## src/rtl/fetch_if.sv

```systemverilog
// ----------------------------------------------------------------------------
// fetch_if
//   Groups the fetch front end's bus signals: the instruction-memory read port,
//   the decode-side valid/ready output and the redirect request.
//   master : the fetch unit (drives imem_en/imem_addr and out_*)
//   slave  : the environment (memory, decode and redirect source)
// Parameters
//   PC_W    word-address width
//   INSTR_W instruction width
// ----------------------------------------------------------------------------
interface fetch_if #(
    parameter int PC_W    = 15,
    parameter int INSTR_W = 32
);
    logic               imem_en;
    logic [PC_W-1:0]    imem_addr;
    logic [INSTR_W-1:0] imem_rdata;
    logic               out_valid;
    logic               out_ready;
    logic [INSTR_W-1:0] out_instr;
    logic [PC_W-1:0]    out_pc;
    logic               redirect;
    logic [PC_W-1:0]    redirect_pc;

    modport master (
        output imem_en, imem_addr, out_valid, out_instr, out_pc,
        input  imem_rdata, out_ready, redirect, redirect_pc
    );

    modport slave (
        input  imem_en, imem_addr, out_valid, out_instr, out_pc,
        output imem_rdata, out_ready, redirect, redirect_pc
    );
endinterface

```

## src/rtl/fetch_unit.sv

```systemverilog
// ----------------------------------------------------------------------------
// fetch_unit
//   Instruction-fetch front end. Issues word-addressed reads to a synchronous
//   instruction memory with MEM_LAT cycles of latency, tracks in-flight reads
//   with a {valid,pc} tag pipeline, buffers returned words in a DEPTH-entry
//   prefetch FIFO and presents {instr, pc} to decode with valid/ready.
//   A redirect flushes the FIFO and all in-flight reads and restarts fetch.
// Ports
//   clk, rst     clock, synchronous active-high reset
//   bus          fetch_if.master: imem_en/imem_addr/imem_rdata,
//                out_valid/out_ready/out_instr/out_pc, redirect/redirect_pc
//   fetch_count  [FETCH_STATS_EN] instructions popped by decode
//   flush_count  [FETCH_STATS_EN] instructions discarded by redirects
// Configuration macro: FETCH_STATS_EN adds the two statistics counters.
// ----------------------------------------------------------------------------
module fetch_unit #(
    parameter int              PC_W     = 15,
    parameter int              INSTR_W  = 32,
    parameter int              MEM_LAT  = 2,
    parameter int              DEPTH    = 4,
    parameter logic [PC_W-1:0] RESET_PC = {{(PC_W-1){1'b1}}, 1'b0}
) (
    input  logic        clk,
    input  logic        rst,
    fetch_if.master     bus
`ifdef FETCH_STATS_EN
    ,
    output logic [31:0] fetch_count,
    output logic [31:0] flush_count
`endif
);
    localparam int PTR_W = $clog2(DEPTH);
    localparam int CNT_W = PTR_W + 1;
    localparam logic [CNT_W:0] DEPTH_C = (CNT_W+1)'(DEPTH);

    logic [PC_W-1:0]    fetch_pc_q, fetch_pc_d;
    logic               tag_valid_q [MEM_LAT];
    logic               tag_valid_d [MEM_LAT];
    logic [PC_W-1:0]    tag_pc_q    [MEM_LAT];
    logic [PC_W-1:0]    tag_pc_d    [MEM_LAT];
    logic [INSTR_W-1:0] fifo_instr_q [DEPTH];
    logic [INSTR_W-1:0] fifo_instr_d [DEPTH];
    logic [PC_W-1:0]    fifo_pc_q    [DEPTH];
    logic [PC_W-1:0]    fifo_pc_d    [DEPTH];
    logic [PTR_W-1:0]   wr_ptr_q, wr_ptr_d, rd_ptr_q, rd_ptr_d;
    logic [CNT_W-1:0]   occ_q, occ_d;
    logic [CNT_W-1:0]   inflight;
    logic [CNT_W:0]     credit_used;
    logic               issue, push, pop;

    // Reads already issued count against FIFO space, so every returning word
    // is guaranteed a slot even if decode stalls.
    always_comb begin
        inflight = '0;
        for (int i = 0; i < MEM_LAT; i++) begin
            inflight = inflight + CNT_W'(tag_valid_q[i]);
        end
    end

    assign credit_used   = {1'b0, occ_q} + {1'b0, inflight};
    assign issue         = ~rst & ~bus.redirect & (credit_used < DEPTH_C);
    // Data returning in a redirect cycle belongs to the flushed stream.
    assign push          = tag_valid_q[MEM_LAT-1] & ~bus.redirect;
    assign bus.out_valid = (occ_q != '0) & ~bus.redirect;
    assign pop           = bus.out_valid & bus.out_ready;

    assign bus.imem_en   = issue;
    assign bus.imem_addr = fetch_pc_q;
    assign bus.out_instr = fifo_instr_q[rd_ptr_q];
    assign bus.out_pc    = fifo_pc_q[rd_ptr_q];

    always_comb begin
        fetch_pc_d = fetch_pc_q;
        if (bus.redirect) begin
            fetch_pc_d = bus.redirect_pc;
        end else if (issue) begin
            fetch_pc_d = fetch_pc_q + 1'b1;
        end
    end

    // Tag pipeline: stage 0 captures the issuing PC; the last stage lines up
    // with the cycle in which imem_rdata carries that PC's word.
    for (genvar gi = 0; gi < MEM_LAT; gi++) begin : g_tag
        if (gi == 0) begin : g_head
            assign tag_valid_d[gi] = issue;
            assign tag_pc_d[gi]    = fetch_pc_q;
        end else begin : g_shift
            assign tag_valid_d[gi] = tag_valid_q[gi-1] & ~bus.redirect;
            assign tag_pc_d[gi]    = tag_pc_q[gi-1];
        end

        always_ff @(posedge clk) begin
            if (rst) begin
                tag_valid_q[gi] <= 1'b0;
            end else begin
                tag_valid_q[gi] <= tag_valid_d[gi];
            end
            tag_pc_q[gi] <= tag_pc_d[gi];
        end
    end

    // FIFO storage: only the entry at the write pointer changes on a push.
    for (genvar gi = 0; gi < DEPTH; gi++) begin : g_fifo
        assign fifo_instr_d[gi] = (push && wr_ptr_q == PTR_W'(gi)) ? bus.imem_rdata
                                                                  : fifo_instr_q[gi];
        assign fifo_pc_d[gi]    = (push && wr_ptr_q == PTR_W'(gi)) ? tag_pc_q[MEM_LAT-1]
                                                                  : fifo_pc_q[gi];

        always_ff @(posedge clk) begin
            fifo_instr_q[gi] <= fifo_instr_d[gi];
            fifo_pc_q[gi]    <= fifo_pc_d[gi];
        end
    end

    always_comb begin
        wr_ptr_d = wr_ptr_q;
        rd_ptr_d = rd_ptr_q;
        occ_d    = occ_q;
        if (bus.redirect) begin
            wr_ptr_d = '0;
            rd_ptr_d = '0;
            occ_d    = '0;
        end else begin
            if (push) wr_ptr_d = wr_ptr_q + 1'b1;
            if (pop)  rd_ptr_d = rd_ptr_q + 1'b1;
            occ_d = occ_q + CNT_W'(push) - CNT_W'(pop);
        end
    end

    always_ff @(posedge clk) begin
        if (rst) begin
            fetch_pc_q <= RESET_PC;
            wr_ptr_q   <= '0;
            rd_ptr_q   <= '0;
            occ_q      <= '0;
        end else begin
            fetch_pc_q <= fetch_pc_d;
            wr_ptr_q   <= wr_ptr_d;
            rd_ptr_q   <= rd_ptr_d;
            occ_q      <= occ_d;
        end
    end

`ifdef FETCH_STATS_EN
    logic [31:0] fetch_count_q, fetch_count_d;
    logic [31:0] flush_count_q, flush_count_d;

    // Everything buffered or in flight at a redirect is discarded.
    always_comb begin
        fetch_count_d = fetch_count_q + 32'(pop);
        flush_count_d = flush_count_q;
        if (bus.redirect) begin
            flush_count_d = flush_count_q + 32'(credit_used);
        end
    end

    always_ff @(posedge clk) begin
        if (rst) begin
            fetch_count_q <= '0;
            flush_count_q <= '0;
        end else begin
            fetch_count_q <= fetch_count_d;
            flush_count_q <= flush_count_d;
        end
    end

    assign fetch_count = fetch_count_q;
    assign flush_count = flush_count_q;
`endif
endmodule

```

## src/flat_wrapper.sv

```systemverilog
// flat-port wrapper written by rule: the top's interface ports become plain ports
module fetch_unit_flat 
#(
    parameter int              PC_W     = 15,
    parameter int              INSTR_W  = 32,
    parameter int              MEM_LAT  = 2,
    parameter int              DEPTH    = 4,
    parameter logic [PC_W-1:0] RESET_PC = {{(PC_W-1){1'b1}}, 1'b0}
)
  (clk, rst, bus_imem_en, bus_imem_addr, bus_out_valid, bus_out_instr, bus_out_pc, bus_imem_rdata, bus_out_ready, bus_redirect, bus_redirect_pc);
  fetch_if #(.PC_W(PC_W), .INSTR_W(INSTR_W)) bus_i ();
  input  logic clk;
  input  logic rst;
  output wire logic [$bits(bus_i.imem_en)-1:0] bus_imem_en;
  output wire logic [$bits(bus_i.imem_addr)-1:0] bus_imem_addr;
  output wire logic [$bits(bus_i.out_valid)-1:0] bus_out_valid;
  output wire logic [$bits(bus_i.out_instr)-1:0] bus_out_instr;
  output wire logic [$bits(bus_i.out_pc)-1:0] bus_out_pc;
  input wire logic [$bits(bus_i.imem_rdata)-1:0] bus_imem_rdata;
  input wire logic [$bits(bus_i.out_ready)-1:0] bus_out_ready;
  input wire logic [$bits(bus_i.redirect)-1:0] bus_redirect;
  input wire logic [$bits(bus_i.redirect_pc)-1:0] bus_redirect_pc;
  assign bus_imem_en = bus_i.imem_en;
  assign bus_imem_addr = bus_i.imem_addr;
  assign bus_out_valid = bus_i.out_valid;
  assign bus_out_instr = bus_i.out_instr;
  assign bus_out_pc = bus_i.out_pc;
  assign bus_i.imem_rdata = bus_imem_rdata;
  assign bus_i.out_ready = bus_out_ready;
  assign bus_i.redirect = bus_redirect;
  assign bus_i.redirect_pc = bus_redirect_pc;
  fetch_unit #(.PC_W(PC_W), .INSTR_W(INSTR_W), .MEM_LAT(MEM_LAT), .DEPTH(DEPTH), .RESET_PC(RESET_PC)) u_core (.clk(clk), .rst(rst), .bus(bus_i));
endmodule
```

## config.mk

```make
export PLATFORM = sky130hd
export DESIGN_NAME = fetch_unit_flat
export DESIGN_NICKNAME = d
export VERILOG_FILES = /design/src/rtl/fetch_if.sv /design/src/rtl/fetch_unit.sv /design/src/flat_wrapper.sv
export SDC_FILE = /design/constraint.sdc
export NUM_CORES = 1
export LEC_CHECK = 0
export CAP_MARGIN = 10
export CORE_MARGIN = 3
export CORE_UTILIZATION = 55
export CTS_BUF_LIST = sky130_fd_sc_hd__clkbuf_2 sky130_fd_sc_hd__clkbuf_4 sky130_fd_sc_hd__clkbuf_8
export DETAILED_ROUTE_END_ITERATION = 16
export PLACE_DENSITY = 0.83
export SYNTH_ARGS = -nofsm -noshare
export SYNTH_HDL_FRONTEND = slang
export SYNTH_SLANG_ARGS = --single-unit
```

## constraint.sdc

```tcl
create_clock -name clk -period 2.89 [get_ports clk]
set_input_delay 0.4335 -clock clk [delete_from_list [all_inputs] [get_ports clk]]
set_output_delay 0.4335 -clock clk [all_outputs]
set_load 0.005 [all_outputs]
```

==> results summary, run 1 <==
The flow ran to the end, and the final reports show no timing, DRC or antenna violations. The top fanout value on the critical path came out at 4. The number of nets still failing antenna checks after routing came out at 0. The share of synthesized flip-flops with an asynchronous set or reset is 0%. The number of max-slew violations in the final report came out at 0. The per-instance average area after synthesis is 19.7 um2. The post-detailed-route via-to-cell ratio came out at 5.47. By instance count, the leading cell after synthesis is sky130_fd_sc_hd__edfxtp_1.

The deepest clock path buffer count came out at 3. The clock root buffer master is sky130_fd_sc_hd__clkbuf_8. The routed design could run at a clock period as short as 2.73 ns.

The count of standard-cell rows is 45. Setup repair after global routing left no endpoint under its margin. In the synthesized netlist, the cells that appear most often are 188 x sky130_fd_sc_hd__edfxtp_1, 56 x sky130_fd_sc_hd__dfxtp_1, 47 x sky130_fd_sc_hd__mux4_2. The final layout contains routed wiring with a total length of 15.8 mm. In this run, placement finished with an instance count of 758. The area share of the largest cell type after synthesis is 63.8%. The clock arrives with 0.0122 ns of skew. sky130_fd_sc_hd__edfxtp_1 takes more of the synthesized area than any other cell. When the netlist entered floorplanning its net count stood at 509.

The number of nets at the end of the flow is 648. The count of port buffers added during placement is 114. The growth of design area from synthesis to finish came out at 24.0%. VDD sags by at most 297 uV. The clock latency of the later-clocked register in the worst-skew pair is 0.50 ns. The largest net degree at the start of global routing is 29. The full die area is 17600 um2. The antenna cell count came out at 0. The number of global-route vias before repair came to 4916.

The worst setup path is launched from a flop. The post-synthesis sequential element count is 244. The post-detailed-route DRC marker count is 0. The count of different cell masters after synthesis is 45.

Across all hold checks on the routed design, the worst slack comes to 0.325 ns. The overall track demand over capacity in global routing is 18.6%. The required time of the critical path is 2.46 ns.

The Yosys warning count came out at 0. The core region is 15500 um2. The post-route non-filler standard cell count came out at 826.

TritonCTS built the clock tree. The effective utilization at floorplan is 57.1%. In the post-synthesis netlist, the biggest area contributors are sky130_fd_sc_hd__edfxtp_1 64%, sky130_fd_sc_hd__dfxtp_1 13%, sky130_fd_sc_hd__mux4_2 12%.

The transition time at the pin with the least slew margin is 0.596 ns. The reported leakage power came out at 0.00365 uW. The CTS H-tree depth came out at 2. Sequential cells were found to cover 76.5% of the synthesized design area.

After detailed routing, the average wire length per cell comes to 19.1 um. The post-route netlist has 21.6% of its cells at a drive strength greater than 1. The tool flagged a number of max-cap violations equal to 0. The die span in x came out at 133 um. The worst hold path belongs to the class flop to flop. The clock-pin slew on the worst setup and hold paths is 0.06 ns.

The wire length of the first global-routing pass came out at 25.9 mm. The sum of negative setup slack came out at 0 ns. Setup violations remaining at the end of the flow were counted as 0. The final hold violation count was 0. The number of synthesized flops with an enable pin is 188. In this run the tightest slew margin relative to its limit is 60.2%. The netlist area before placement came out at 8850 um2. The commonest register cell after synthesis is sky130_fd_sc_hd__edfxtp_1.

STA classifies the critical path endpoint as an output pin. The total iterations of the first detailed-routing run is 4. The height of the die came out at 133 um. The worst setup path is of the flop to output pin kind. The power consumption is 6820 uW. The initial antenna violation count came out at 0.

The number of buffers created by CTS is 37. The sum of overflow across all layers after global routing is 0. The number of DRC markers after the initial detailed-route iteration is 275. The estimated wirelength of the detail-placed design came out at 9.99 mm. The number of instances in the synthesized netlist came out at 448.

The last weighted congestion value of the routability-driven placer is 0.892. The maximum operating frequency is 366 MHz. The clock sink total came out at 244. The final worst-path cycle share came out at 94.5%. The number of gates resized after CTS was 0. STA puts the critical path data arrival time at 2.30 ns. During I/O placement, the number of pins put on the boundary was 115. The power per standard cell area is 622 nW/um2. The number of vias in the routed layout is 4517.
-- final timing paths --
check	startpoint	end	slack, ns	depth (start not counted)
hold / removal	u_core.tag_pc_q[0][6]	u_core.tag_pc_q[0][21]	0.33	0
setup / recovery	u_core.tag_valid_q[1]	bus_imem_en	0.16	6
setup reg to reg	u_core.occ_q[1]	u_core.occ_q[2]	0.66	9
hold reg to reg	u_core.tag_pc_q[0][6]	u_core.tag_pc_q[0][21]	0.33	0
-- critical path, stage by stage, from the launching register on --
cell                              delay (ns)
sky130_fd_sc_hd__dfxtp_1                0.36
sky130_fd_sc_hd__ha_1                   0.23
sky130_fd_sc_hd__ha_1                   0.22
sky130_fd_sc_hd__nor4_4                 0.33
sky130_fd_sc_hd__nand2_2                0.10
sky130_fd_sc_hd__inv_1                  0.08
sky130_fd_sc_hd__clkdlybuf4s50_1        0.50
-- power by group --
| group | switching (uW) | internal, uW | total (uW) |
|---|---|---|---|
| sequential | 49.9 | 3840 | 3890 |
| clock | 1200 | 1480 | 2680 |
| combinational | 105 | 144 | 249 |
-- area by class of cell --
| type | count | area (um2) |
|---|---|---|
| multi-input combinational | 160 | 1850 |
| fill | 909 | 4520 |
| clock buffer | 54 | 668 |
| sequential | 244 | 6770 |
| timing repair buffer | 132 | 1310 |
| clock inverter | 13 | 56.3 |
| inverter | 12 | 45.0 |
| tap | 211 | 264 |
-- kinds of logic (layout without fill, tap and decap cells) --
kind of cell               after synthesis  in the layout  synth area share (%)
DFF                                    244            244                  76.5
and+or+nand+nor                         52             52                  3.25
muxes                                   49             49                  12.2
AOI/OAI and AO/OA                       45             45                  3.48
buffers and inverters                   44            211                  2.69
adders and majority gates               10             10                  1.50
xor gates and xnor gates                 4              4                 0.396
-- cell usage in the layout (no fill, tap or decap), types with 4 or more instances in the layout --
master,instances
sky130_fd_sc_hd__dfxtp_1,54
sky130_fd_sc_hd__a21oi_1,16
sky130_fd_sc_hd__inv_1,12
sky130_fd_sc_hd__nand3_1,7
sky130_fd_sc_hd__nor2_1,11
sky130_fd_sc_hd__nand2_1,8
sky130_fd_sc_hd__buf_4,15
sky130_fd_sc_hd__mux4_2,47
sky130_fd_sc_hd__ha_1,9
sky130_fd_sc_hd__and2_2,4
sky130_fd_sc_hd__clkdlybuf4s50_1,114
sky130_fd_sc_hd__clkbuf_8,42
sky130_fd_sc_hd__edfxtp_1,188
sky130_fd_sc_hd__o211ai_1,5
sky130_fd_sc_hd__clkbuf_4,12
sky130_fd_sc_hd__nand4_1,4
sky130_fd_sc_hd__o21ai_0,4
sky130_fd_sc_hd__o311ai_0,6
sky130_fd_sc_hd__and2_1,4
sky130_fd_sc_hd__clkinv_1,9
-- through the flow --
stage          cell area, um2  utilization, %  setup slack, ns
2_1_floorplan            8850               -            0.486
3_3_place_gp            10200            66.1            0.374
3_5_place_dp            10200            66.1            0.241
4_1_cts                 11000            70.8            0.110
5_1_grt                 11000            70.8           0.0307
6_report                11000            70.8            0.158
-- timing repair --
action,4_1_cts,5_1_grt
setup buffers,1,0
hold buffers,0,0
endpoints found under the setup margin,1,0
-- metal layers --
metal | part of all wire, % | vias to the layer above | GRT usage (%)
li1 | - | 2072 | -
met2 | 50 | 171 | 30.5
met5 | 0 | - | 0
met3 | 5.1 | 35 | 4.26
met4 | 2.4 | 0 | 6.93
met1 | 42 | 2239 | 24.7
-- flip-flops by register name (all words and copies together), names as in the netlist, named ones only --
name                  flops
u_core.bus.imem_addr     15
u_core.tag_valid_q        2
u_core.rd_ptr_q           2
u_core.tag_pc_q          30
u_core.fifo_pc_q         60
u_core.wr_ptr_q           2
u_core.fifo_instr_q     128
u_core.occ_q              3
Power figures use the tool's default switching activity.
==> run 2: changes to the inputs <==
--- a/config.mk
+++ b/config.mk
@@ -11,6 +11,7 @@
 export CTS_BUF_LIST = sky130_fd_sc_hd__clkbuf_2 sky130_fd_sc_hd__clkbuf_4 sky130_fd_sc_hd__clkbuf_8
 export DETAILED_ROUTE_END_ITERATION = 16
 export PLACE_DENSITY = 0.83
+export SLEW_MARGIN = 20
 export SYNTH_ARGS = -nofsm -noshare
 export SYNTH_HDL_FRONTEND = slang
 export SYNTH_SLANG_ARGS = --single-unit
==> results of run 2 <==
Same layout as run 1: the final DEF is identical, and so are final timing and power.
